$ cat src/rtl/mem_port_arbiter_pkg.sv
// Shared definitions for the IF/MEM memory port arbiter and the load/store path.
// Provides the FSM states, requester ids, access-size codes and the alignment check.
package core_pkg;

    typedef enum logic [1:0] {
        IDLE = 2'd0,
        BUSY = 2'd1,
        DONE = 2'd2
    } state_e;

    typedef enum logic {
        OWN_IF = 1'b0,
        OWN_D  = 1'b1
    } owner_e;

    localparam logic [1:0] SZ_BYTE = 2'b00;
    localparam logic [1:0] SZ_HALF = 2'b01;
    localparam logic [1:0] SZ_WORD = 2'b10;

    // Byte accesses are never misaligned; halves need bit 0 clear, words need bits [1:0] clear.
    function automatic logic is_misaligned(input logic [1:0] size, input logic [1:0] addr_lo);
        return ((size == SZ_HALF) && addr_lo[0]) ||
               ((size == SZ_WORD) && (addr_lo != 2'b00));
    endfunction

endpackage

$ cat src/rtl/mem_port_arbiter_lat_counter.sv
// Loadable down-counter that times a fixed-latency memory access.
// last_o is high in the final cycle of the access (count == 1).
module mem_lat_counter #(
    parameter int LAT = 2
) (
    input  logic clk,
    input  logic rst,
    input  logic load_i,
    input  logic dec_i,
    output logic last_o
);

    localparam int            CW       = $clog2(LAT + 1);
    localparam logic [CW-1:0] LOAD_VAL = CW'(LAT);
    localparam logic [CW-1:0] ONE      = CW'(1);

    logic [CW-1:0] count_q;
    logic [CW-1:0] count_d;

    always_comb begin
        count_d = count_q;
        if (load_i) begin
            count_d = LOAD_VAL;
        end else if (dec_i && (count_q != '0)) begin
            count_d = count_q - ONE;
        end
    end

    always_ff @(posedge clk) begin
        if (rst) begin
            count_q <= '0;
        end else begin
            count_q <= count_d;
        end
    end

    assign last_o = (count_q == ONE);

endmodule

$ cat src/rtl/mem_port_arbiter.sv
// Arbitrates one single-ported unified memory between instruction fetch and load/store.
// Each grant occupies IDLE -> BUSY (LAT cycles) -> DONE; misaligned data accesses skip BUSY.
module mem_port_arbiter
    import core_pkg::*;
#(
    parameter int ADDR_W = 32,
    parameter int DATA_W = 32,
    parameter int LAT    = 2
) (
    input  logic              clk,
    input  logic              rst,
    input  logic              if_req,
    input  logic [ADDR_W-1:0] if_addr,
    input  logic              if_flush,
    output logic              if_ready,
    output logic [DATA_W-1:0] if_rdata,
    output logic              if_stall,
    input  logic              d_req,
    input  logic              d_we,
    input  logic [1:0]        d_size,
    input  logic [ADDR_W-1:0] d_addr,
    input  logic [DATA_W-1:0] d_wdata,
    output logic              d_ready,
    output logic [DATA_W-1:0] d_rdata,
    output logic              d_misalign,
    output logic              d_stall,
    output logic              mem_en,
    output logic              mem_we,
    output logic [1:0]        mem_size,
    output logic [ADDR_W-1:0] mem_addr,
    output logic [DATA_W-1:0] mem_wdata,
    input  logic [DATA_W-1:0] mem_rdata
);

    state_e            state_q,    state_d;
    owner_e            owner_q,    owner_d;
    logic              last_d_q,   last_d_d;
    logic [ADDR_W-1:0] addr_q,     addr_d;
    logic              we_q,       we_d;
    logic [1:0]        size_q,     size_d;
    logic [DATA_W-1:0] wdata_q,    wdata_d;
    logic              kill_q,     kill_d;
    logic              misal_q,    misal_d;
    logic [DATA_W-1:0] if_rdata_q, if_rdata_d;
    logic [DATA_W-1:0] d_rdata_q,  d_rdata_d;

    logic if_elig;
    logic grant_d;
    logic grant_if;
    logic cnt_load;
    logic cnt_dec;
    logic cnt_last;
    logic busy;
    logic done;

    // A fetch being redirected this cycle is not worth starting; D wins unless it won last time.
    assign if_elig  = if_req & ~if_flush;
    assign grant_d  = d_req & (~if_elig | ~last_d_q);
    assign grant_if = if_elig & ~grant_d;

    mem_lat_counter #(
        .LAT (LAT)
    ) u_lat_cnt (
        .clk    (clk),
        .rst    (rst),
        .load_i (cnt_load),
        .dec_i  (cnt_dec),
        .last_o (cnt_last)
    );

    always_comb begin
        state_d    = state_q;
        owner_d    = owner_q;
        last_d_d   = last_d_q;
        addr_d     = addr_q;
        we_d       = we_q;
        size_d     = size_q;
        wdata_d    = wdata_q;
        kill_d     = kill_q;
        misal_d    = misal_q;
        if_rdata_d = if_rdata_q;
        d_rdata_d  = d_rdata_q;
        cnt_load   = 1'b0;
        cnt_dec    = 1'b0;

        unique case (state_q)
            IDLE: begin
                if (grant_d) begin
                    owner_d  = OWN_D;
                    addr_d   = d_addr;
                    we_d     = d_we;
                    size_d   = d_size;
                    wdata_d  = d_wdata;
                    last_d_d = if_req;
                    kill_d   = 1'b0;
                    if (is_misaligned(d_size, d_addr[1:0])) begin
                        misal_d   = 1'b1;
                        d_rdata_d = '0;
                        state_d   = DONE;
                    end else begin
                        misal_d  = 1'b0;
                        cnt_load = 1'b1;
                        state_d  = BUSY;
                    end
                end else if (grant_if) begin
                    owner_d  = OWN_IF;
                    addr_d   = if_addr;
                    we_d     = 1'b0;
                    size_d   = SZ_WORD;
                    wdata_d  = '0;
                    last_d_d = 1'b0;
                    kill_d   = 1'b0;
                    misal_d  = 1'b0;
                    cnt_load = 1'b1;
                    state_d  = BUSY;
                end
            end
            BUSY: begin
                cnt_dec = 1'b1;
                // The memory cannot abort, so a redirect only suppresses the eventual ready.
                if ((owner_q == OWN_IF) && if_flush) begin
                    kill_d = 1'b1;
                end
                if (cnt_last) begin
                    if (owner_q == OWN_IF) begin
                        if_rdata_d = mem_rdata;
                    end else if (!we_q) begin
                        d_rdata_d = mem_rdata;
                    end
                    state_d = DONE;
                end
            end
            DONE: begin
                state_d = IDLE;
            end
            default: begin
                state_d = IDLE;
            end
        endcase
    end

    always_ff @(posedge clk) begin
        if (rst) begin
            state_q    <= IDLE;
            owner_q    <= OWN_IF;
            last_d_q   <= 1'b0;
            addr_q     <= '0;
            we_q       <= 1'b0;
            size_q     <= SZ_BYTE;
            wdata_q    <= '0;
            kill_q     <= 1'b0;
            misal_q    <= 1'b0;
            if_rdata_q <= '0;
            d_rdata_q  <= '0;
        end else begin
            state_q    <= state_d;
            owner_q    <= owner_d;
            last_d_q   <= last_d_d;
            addr_q     <= addr_d;
            we_q       <= we_d;
            size_q     <= size_d;
            wdata_q    <= wdata_d;
            kill_q     <= kill_d;
            misal_q    <= misal_d;
            if_rdata_q <= if_rdata_d;
            d_rdata_q  <= d_rdata_d;
        end
    end

    assign busy = (state_q == BUSY);
    assign done = (state_q == DONE);

    // A flush landing in the DONE cycle itself must also swallow the fetch result.
    assign if_ready   = done & (owner_q == OWN_IF) & ~kill_q & ~if_flush;
    assign d_ready    = done & (owner_q == OWN_D);
    assign d_misalign = d_ready & misal_q;
    assign if_stall   = if_req & ~if_ready;
    assign d_stall    = d_req & ~d_ready;
    assign if_rdata   = if_rdata_q;
    assign d_rdata    = d_rdata_q;

    assign mem_en    = busy;
    assign mem_we    = busy & we_q;
    assign mem_size  = busy ? size_q  : 2'b00;
    assign mem_addr  = busy ? addr_q  : '0;
    assign mem_wdata = busy ? wdata_q : '0;

endmodule

$ cat config.mk
export PLATFORM = sky130hd
export DESIGN_NAME = mem_port_arbiter
export DESIGN_NICKNAME = d
export VERILOG_FILES = /design/src/rtl/mem_port_arbiter_pkg.sv /design/src/rtl/mem_port_arbiter_lat_counter.sv /design/src/rtl/mem_port_arbiter.sv
export SDC_FILE = /design/constraint.sdc
export NUM_CORES = 1
export LEC_CHECK = 0
export CORE_UTILIZATION = 38
export CTS_CLUSTER_SIZE = 25
export DETAILED_ROUTE_END_ITERATION = 10
export GPL_ROUTABILITY_DRIVEN = 0
export GPL_TIMING_DRIVEN = 0
export PLACE_DENSITY = 0.82
export SETUP_SLACK_MARGIN = 0.05
export SLEW_MARGIN = 0
export SYNTH_ARGS = -nofsm -noshare
export SYNTH_HDL_FRONTEND = slang
export SYNTH_SLANG_ARGS = --single-unit
$ cat constraint.sdc
create_clock -name clk -period 1.6 [get_ports clk]
set_input_delay 0.24 -clock clk [delete_from_list [all_inputs] [get_ports clk]]
set_output_delay 0.24 -clock clk [all_outputs]
set_load 0.02 [all_outputs]
==> flow_metrics.tcl, run 1 <==
set metrics [dict create \
    min_from "if_req" \
    routed_via_density 5.10 \
    drive_gt1_share_pct 26.8 \
    fin_tns_setup_ns -9.31 \
    routed_wl_um 22200 \
    cp_max_fo 8 \
    hp-class "in2reg" \
    end_kind "output pin" \
    power.density_nw_per_um2 934 \
    switching_share_pct 27.7 \
    drc_errors 0 \
    vias 6446 \
    ys_seq_area_share_pct 44.9 \
    intPower_mw 7.13 \
    postCtsHoldBufs 0 \
    syn_nets 850 \
    htreeDepth 4 \
    netlist_instances 712 \
    synth.avg_cell_area_um2 8.70 \
    r2r_start "state_q[1]" \
    port_buffers 271 \
    grt-busiest-layer "met2" \
    gr-usage-met1_pct 29.1 \
    drtAntennaViolNets 0 \
    violations "negative setup slack" \
    worst_ep_arrival_time_ns 1.57 \
    netlist_area_um2 6200 \
    nFillCells 1317 \
    reg2reg_depth 7 \
    pre_cts_slack_ns -0.956 \
    nNetsFinal 1173 \
    synth_seq_cells 139 \
    numCtsBuffers 17 \
    use_met3_pct 7.30 \
    die_w_um 130 \
    place_area_um2 9190 \
    start_util_pct 39.0 \
    status "finished with violations" \
    yosys.area.top_type "dfxtp_1" \
    period_share_pct 113 \
    p_comb_share_pct 21.3 \
    ys_types 34 \
    power_frac_seq_pct 38.4 \
    slew_violations 0 \
    report.final.setup_viol 101 \
    crit_start "state_q[1]" \
    min_to "last_d_q" \
    cts_root_buf "clkbuf_16" \
    num_rows 46 \
    netlist.area_leader.share_pct 44.9 \
    p_switching_mw 2.73 \
    dieArea_um2 16800 \
    design_area_um2 10600 \
    overflow 0 \
    reg2reg_to "d_rdata[22]" \
    clkLatencyLatePin_ns 0.42 \
    crit_type "reg2out" \
    ir_drop_mv 0.749 \
    clk_pin_slew_ns 0.06 \
    synth_warnings 0 \
    fmax_ghz 0.553 \
    fin_ws_ns -0.207 \
    slew_headroom_pct 49.8 \
    final_util_pct 66.5 \
    power_frac_clock_pct 40.3 \
    synth.area.top_cells "dfxtp_1, o32ai_2, nand2_1" \
    grt_max_degree 17 \
    diodes 0 \
    clock_sinks 139 \
    first_iter_violations 318 \
    dp_hpwl_um 14900 \
    tightest_slew_ns 0.753 \
    clk_path_buf_depth 2 \
    worstPathRequired_ns 1.36 \
    critPathLaunchType "flip-flop" \
    placeableCoreArea_um2 15900 \
    r2r_slack_ns -0.10 \
    finalHoldViolCount 0 \
    hold_path_depth 3 \
    use_met2_pct 43.9 \
    grt_usage_pct 25.2 \
    p_leak_nw 4.60 \
    grt_pass1_wl_um 32700 \
    area_growth_pct 70.5 \
    maxCapViolCount 0 \
    finalCriticalPeriod_ns 1.81 \
    rsz0062_at_grt "yes" \
    io_pins 273 \
    finClkSkew_ns 0.00741 \
    grt_pass1_vias 6284 \
    grt_antenna_before_repair 0 \
    dr.pass1.iters 4 \
    cts_tree "done" \
    die_h_um 130 \
    routedWlPerCell_um 17.6 \
]
==> synthesized netlist by cell type <==
cell and count:
a21oi_1 37, a22oi_1 35, a311oi_1 32, a31oi_1 1
a32oi_1 1, and2_1 69, and3_1 1, and3b_1 3
buf_2 23, buf_4 6, buf_6 5, clkbuf_1 29
dfxtp_1 139, ha_1 2, inv_1 35, inv_2 1
nand2_1 130, nand2b_1 3, nand3_1 1, nand3b_1 34
nor2_1 74, nor2_8 1, nor2b_1 4, nor3_1 2
nor3_4 1, nor4b_1 1, o21a_1 2, o21ai_0 2
o21ai_2 1, o32ai_2 32, or3_1 2, or3b_4 1
xnor2_1 1, xor2_1 1
==> metrics by stage <==
step	total power [mW]	std cells	hold slack (ns)
5_1_grt	10.2	1264	0.208
4_1_cts	9.69	1253	0.372
6_report	9.87	1264	0.209
3_5_place_dp	5.49	1199	0.449
2_1_floorplan	4.70	712	0.376
3_3_place_gp	5.47	1199	0.441
==> power groups by stage <==
stage          logic [mW]  registers, mW  clock network (mW)
6_report             2.10           3.79                3.97
5_1_grt              2.24           3.81                4.18
4_1_cts              1.89           3.77                4.02
3_5_place_dp         1.66           3.84                   0
3_3_place_gp         1.64           3.83                   0
2_1_floorplan       0.879           3.82                   0
==> timing repair <==
item                                    4_1_cts  5_1_grt
setup buffers                                16        7
gates resized for setup                     554       72
pin swaps                                    41       31
endpoints found under the setup margin      236      202
gates cloned                                  6        6
==> layout make-up <==
type | instances | area (um2) | area share, %
buffer | 63 | 571 | 5.40
clock buffer | 19 | 453 | 4.29
clock inverter | 13 | 143 | 1.35
inverter | 36 | 143 | 1.35
multi-input combinational | 474 | 3220 | 30.5
sequential | 139 | 2790 | 26.4
tap | 216 | 270 | 2.56
timing repair buffer | 304 | 2980 | 28.2
==> layer usage <==
layer,up-vias,wire [um]
met5,-,0
met4,0,583
met3,37,1440
met2,231,11000
met1,3101,9170
li1,3077,-
==> sequential cells by signal, indices dropped and copies added, names as in the netlist, 2 cells and up <==
signal,count
if_rdata,32
state_q,2
size_q,2
wdata_q,32
u_lat_cnt.count_q,2
addr_q,32
d_rdata,32
==> cells by family after synthesis <==
group                    after synthesis  share of synthesized area [%]
buffers and inverters                 99                           7.43
flip-flops                           139                           44.9
adder cells (fa/ha/maj)                2                          0.404
XOR/XNOR                               2                          0.283
AO/OA/AOI/OAI                        143                           20.9
AND/OR/NAND/NOR                      327                           26.0
==> how the worst max path moves through the flow <==
stage / slack, ns / endpoint
after global routing: -0.24 / mem_wdata[15]
after global placement: -0.97 / mem_wdata[14]
after CTS: -0.19 / mem_wdata[16]
after detailed placement: -0.96 / mem_wdata[14]
after floorplan: 0.06 / d_rdata[10]
final: -0.21 / mem_wdata[15]
==> placed cells by master (no fill, tap or decap), types with 6 or more instances in the layout <==
| cell | Yosys | layout |
|---|---|---|
| nand3b_1 | 34 | 34 |
| a22oi_2 | 0 | 19 |
| clkdlybuf4s50_1 | 0 | 131 |
| clkbuf_8 | 0 | 9 |
| dlygate4sd2_1 | 0 | 64 |
| and2_1 | 69 | 48 |
| a311oi_1 | 32 | 32 |
| buf_8 | 0 | 6 |
| a22oi_1 | 35 | 16 |
| a21oi_1 | 37 | 33 |
| nor2_1 | 74 | 72 |
| buf_6 | 5 | 48 |
| buf_12 | 0 | 8 |
| buf_4 | 6 | 57 |
| clkbuf_1 | 29 | 18 |
| buf_2 | 23 | 16 |
| clkbuf_16 | 0 | 21 |
| inv_1 | 35 | 34 |
| nand2_1 | 130 | 129 |
| and2_4 | 0 | 21 |
| o32ai_2 | 32 | 31 |
| dfxtp_1 | 139 | 134 |
==> worst max-delay path: stages, from the launching register on <==
cell       delay, ns
dfxtp_2         0.33
nand2b_4        0.16
inv_8           0.10
clkbuf_16       0.15
clkbuf_16       0.14
and2_4          0.15
buf_6           0.11
No activity file was read; power rests on OpenSTA's default activity.
==> run 2: changes to the inputs <==
--- a/config.mk
+++ b/config.mk
@@ -11,6 +11,7 @@
 export GPL_ROUTABILITY_DRIVEN = 0
 export GPL_TIMING_DRIVEN = 0
 export PLACE_DENSITY = 0.82
+export RECOVER_POWER = 25
 export SETUP_SLACK_MARGIN = 0.05
 export SLEW_MARGIN = 0
 export SYNTH_ARGS = -nofsm -noshare
==> run 2 against run 1 <==
Against the previous run:
- the flow still finishes with violations (negative setup slack)
- clock-buffer cell count unchanged
- critical path depth unchanged
- cell count unchanged
- cell area decreased by 0.18%
- fmax about the same
- flip-flop and latch count unchanged
- combinational power about the same
- critical path type unchanged
==> flow_metrics.tcl, run 2 (synthesized netlist as in run 1, its figures left out) <==
set metrics [dict create \
    critPathLaunchType "flip-flop" \
    most-common-layout-cells "dfxtp_1, clkdlybuf4s50_1, nand2_1" \
    cts_tree "done" \
    grt_pass1_vias 6284 \
    ir_drop_mv 0.749 \
    start_util_pct 39.0 \
    dieArea_um2 16800 \
    power.density_nw_per_um2 935 \
    grt_pass1_wl_um 32700 \
    slew_violations 0 \
    die_h_um 130 \
    rsz0062_at_grt "yes" \
    maxCapViolCount 0 \
    nFillCells 1321 \
    routed_wl_um 22200 \
    final_common_cell "dfxtp_1" \
    diodes 0 \
    finalPower_mw 9.86 \
    grt_antenna_before_repair 0 \
    grt_usage_pct 25.2 \
    slew_headroom_pct 49.7 \
    drtAntennaViolNets 0 \
    p_leak_nw 4.59 \
    worst_ep_arrival_time_ns 1.57 \
    routedWlPerCell_um 17.6 \
    postCtsHoldBufs 0 \
    report.final.setup_viol 118 \
    clk_path_buf_depth 2 \
    numCtsBuffers 17 \
    end_kind "output pin" \
    final_cells 1264 \
    r2r_start "state_q[1]" \
    drive_gt1_share_pct 26.6 \
    worstPathRequired_ns 1.36 \
    dr.pass1.iters 4 \
    cts_root_buf "clkbuf_16" \
    crit_type "reg2out" \
    clock_sinks 139 \
    fin_ws_ns -0.209 \
    num_rows 46 \
    hp-class "in2reg" \
    clkLatencyLatePin_ns 0.42 \
    dp_hpwl_um 14900 \
    routed_via_density 5.11 \
    seq_area_um2 2790 \
    reg2reg_depth 7 \
    crit_start "state_q[1]" \
    drc_errors 0 \
    fmax_ghz 0.553 \
    vias 6454 \
    port_buffers 271 \
    status "finished with violations" \
    final_util_pct 66.4 \
    die_w_um 130 \
    violations "negative setup slack" \
    htreeDepth 4 \
    r2r_slack_ns -0.10 \
    first_iter_violations 336 \
    design_area_um2 10500 \
    clk_pin_slew_ns 0.06 \
    nNetsFinal 1173 \
    overflow 0 \
    finalHoldViolCount 0 \
    reg2reg_to "d_rdata[22]" \
    multi_input_area_um2 3220 \
    area_growth_pct 70.2 \
    placed_cells 1199 \
    finClkSkew_ns 0.00741 \
    placeableCoreArea_um2 15900 \
    cp_max_fo 8 \
    finalCriticalPeriod_ns 1.81 \
    crit_end "mem_wdata[15]" \
    period_share_pct 113 \
    grt_max_degree 17 \
    io_pins 273 \
    tightest_slew_ns 0.755 \
    place_area_um2 9190 \
]
==> run 2: cell count changes in the layout (fill, tap and decap cells not counted), sizes merged <==
| cell | before | now |
|---|---|---|
| clkbuf | 51 | 53 |
| buf | 137 | 135 |
==> run 2: worst min path at each step <==
stage	depth (start not counted)	startpoint	slack, ns	endpoint
after global placement	2	if_rdata[22]	0.44	if_rdata[22]
after CTS	3	d_addr[19]	0.37	addr_q[19]
after floorplan	2	mem_rdata[0]	0.38	if_rdata[0]
after detailed placement	2	if_rdata[24]	0.45	if_rdata[24]
after global routing	3	if_req	0.21	last_d_q
final	3	if_req	0.21	last_d_q
==> run 2: cell type report <==
| cell class | instances | share of cell area, % |
|---|---|---|
| well taps | 216 | 2.56 |
| flip-flops and latches | 139 | 26.5 |
| plain buffers | 63 | 5.41 |
| repair buffers | 304 | 28.1 |
| multi-input cells | 474 | 30.5 |
| inverters | 36 | 1.35 |
| clock buffers | 19 | 4.29 |
| clock inverters | 13 | 1.35 |
==> run 2: stage by stage <==
stage	TNS (ns)	setup slack, ns	hold slack (ns)
2_1_floorplan	0	0.0607	0.376
3_5_place_dp	-92.42	-0.956	0.449
5_1_grt	-18.00	-0.237	0.208
3_3_place_gp	-88.42	-0.969	0.441
4_1_cts	-10.84	-0.186	0.372
6_report	-10.08	-0.209	0.206
==> run 2: per-layer routing <==
metal	up-vias	global-route usage [%]	wire length (um)
li1	3076	-	-
met1	3098	29.1	9100
met2	243	43.9	11000
met3	37	7.30	1490
met4	0	9.78	581
met5	-	0	0
==> run 2: timing repair <==
action | 4_1_cts | 5_1_grt
gates resized for setup | 554 | 72
pin swaps | 41 | 31
setup buffers | 16 | 7
gates cloned | 6 | 6
setup endpoints to repair | 236 | 202
==> run 2: where the power goes <==
part	total [mW]	internal, mW	switching (mW)
Clock	3.97	2.39	1.59
Sequential	3.79	3.67	0.118
Combinational	2.10	1.08	1.03
Total	9.86	7.13	2.73
==> run 2: worst max-delay path, stage by stage (launching register included) <==
cell and delay, ns:
dfxtp_2 0.33, nand2b_4 0.16, inv_8 0.10, clkbuf_16 0.15, clkbuf_16 0.14, and2_4 0.15, buf_6 0.11
==> run 3: changes to the inputs <==
--- a/config.mk
+++ b/config.mk
@@ -5,6 +5,7 @@
 export SDC_FILE = /design/constraint.sdc
 export NUM_CORES = 1
 export LEC_CHECK = 0
+export CORE_MARGIN = 5
 export CORE_UTILIZATION = 38
 export CTS_CLUSTER_SIZE = 25
 export DETAILED_ROUTE_END_ITERATION = 10
@@ -13,6 +14,7 @@
 export PLACE_DENSITY = 0.82
 export RECOVER_POWER = 25
 export SETUP_SLACK_MARGIN = 0.05
+export SKIP_LAST_GASP = 1
 export SLEW_MARGIN = 0
 export SYNTH_ARGS = -nofsm -noshare
 export SYNTH_HDL_FRONTEND = slang
==> run 3 against run 2 <==
Against the previous run:
- the run still ends with negative setup slack left
- largest power group unchanged
- worst setup slack better by 0.025 ns
- clock power up 5%
- total power down 0.46%
- worst hold slack better by 0.12 ns
- flip-flop and latch count unchanged
==> flow_metrics.tcl, run 3 (synthesized netlist as in run 1, its figures left out) <==
set metrics [dict create \
    start_util_pct 38.9 \
    vias 6409 \
    most-common-layout-cells "dfxtp_1, clkdlybuf4s50_1, nand2_1" \
    grt_usage_pct 22.9 \
    hold_ws_ns 0.328 \
    placeableCoreArea_um2 15900 \
    clk_pin_slew_ns 0.06 \
    place_area_um2 9190 \
    drtAntennaViolNets 0 \
    critPathLaunchType "flip-flop" \
    end_kind "output pin" \
    grt_antenna_before_repair 1 \
    overflow 0 \
    finalPower_mw 9.82 \
    cts_tree "done" \
    die_h_um 138 \
    hp-class "in2reg" \
    tightest_slew_ns 0.762 \
    dp_hpwl_um 16000 \
    grt_pass1_wl_um 34000 \
    clock_sinks 139 \
    clk_path_buf_depth 2 \
    violations "negative setup slack" \
    port_buffers 271 \
    fin_ws_ns -0.183 \
    postCtsHoldBufs 0 \
    grt_max_degree 17 \
    ir_drop_mv 0.753 \
    slew_headroom_pct 49.2 \
    finClkSkew_ns 0.00826 \
    finalCriticalPeriod_ns 1.78 \
    drive_gt1_share_pct 24.6 \
    fmax_ghz 0.561 \
    cpMaxStageDelayCell "dfxtp_2" \
    routed_via_density 5.07 \
    report.final.setup_viol 100 \
    dieArea_um2 19000 \
    routedWlPerCell_um 17.6 \
    grt_pass1_vias 6555 \
    max_stage_delay_ns 0.32 \
    clkLatencyLatePin_ns 0.41 \
    period_share_pct 111 \
    cts_root_buf "clkbuf_16" \
    num_rows 46 \
    first_iter_violations 220 \
    area_growth_pct 67.8 \
    htreeDepth 4 \
    power.density_nw_per_um2 944 \
    pre_cts_slack_ns -0.968 \
    rsz0062_at_grt "yes" \
    maxCapViolCount 0 \
    p_leak_nw 4.57 \
    design_area_um2 10400 \
    routed_wl_um 22300 \
    numCtsBuffers 17 \
    io_pins 273 \
    status "finished with violations" \
    worstPathRequired_ns 1.36 \
    nNetsFinal 1172 \
    final_common_cell "dfxtp_1" \
    critical_path.cell_chain "nand2b_4, inv_8, clkbuf_16, clkbuf_8, and2_4, buf_6" \
    dr.pass1.iters 4 \
    cp_max_fo 8 \
    crit_type "reg2out" \
    slew_violations 0 \
    worst_ep_arrival_time_ns 1.54 \
    die_w_um 138 \
    drc_errors 0 \
    final_util_pct 65.2 \
    finalHoldViolCount 0 \
]
## run 3: changes by cell type in the layout (fill, tap and decap cells not counted), sizes merged
cell,before,now
clkdlybuf4s50,131,132
clkinv,7,5
bufinv,2,4
clkbuf,53,50
clkinvlp,2,4
dlymetal6s2s,3,2
diode,0,1
## run 3: critical path: cells and delay by family (launching register included)
family | cells | cell delay [ns]
buf+inv | 4 | 0.51
flops | 1 | 0.32
simple gates | 2 | 0.30
## run 3: path summary, 6_finish.rpt
kind,startpoint,endpoint,slack [ns],depth (start not counted)
setup reg to reg,state_q[1],d_rdata[17],-0.16,8
hold reg to reg,if_rdata[1],if_rdata[1],0.45,2
setup / recovery,state_q[1],mem_wdata[21],-0.18,6
hold / removal,if_flush,kill_q,0.33,3
## run 3: per-stage QoR
step,instances,setup TNS (ns)
finish,1264,-8.37
CTS,1256,-12.24
global route,1264,-15.63
detailed placement,1199,-90.84
global placement,1199,-86.54
floorplan,712,0
## run 3: per-layer routing
| metal | global-route usage (%) | part of all wire, % | wire, um |
|---|---|---|---|
| met5 | 0 | 0 | 0 |
| met2 | 39.9 | 50 | 11200 |
| met4 | 8.62 | 2.7 | 606 |
| met3 | 7.49 | 7.9 | 1770 |
| met1 | 26.1 | 39 | 8720 |
## run 3: what timing repair did
item / in CTS / in global routing
gates cloned: 10 / 3
pin swaps: 30 / 20
setup endpoints to repair: 222 / 201
buffers inserted: 15 / 10
resized for setup: 522 / 65
## run 3: report_power, final
| group | switching [mW] | internal, mW | total, mW |
|---|---|---|---|
| clock network | 1.55 | 2.61 | 4.16 |
| registers | 0.107 | 3.67 | 3.78 |
| logic | 0.933 | 0.947 | 1.88 |
## run 3: final cells by class
cell class / instances / area, um2
plain buffers: 62 / 520
clock inverters: 15 / 196
diodes: 1 / 2.50
well taps: 216 / 270
multi-input cells: 474 / 3110
inverters: 36 / 143
flip-flops and latches: 139 / 2790
clock buffers: 17 / 425
repair buffers: 304 / 2940
fillers: 1324 / 5550
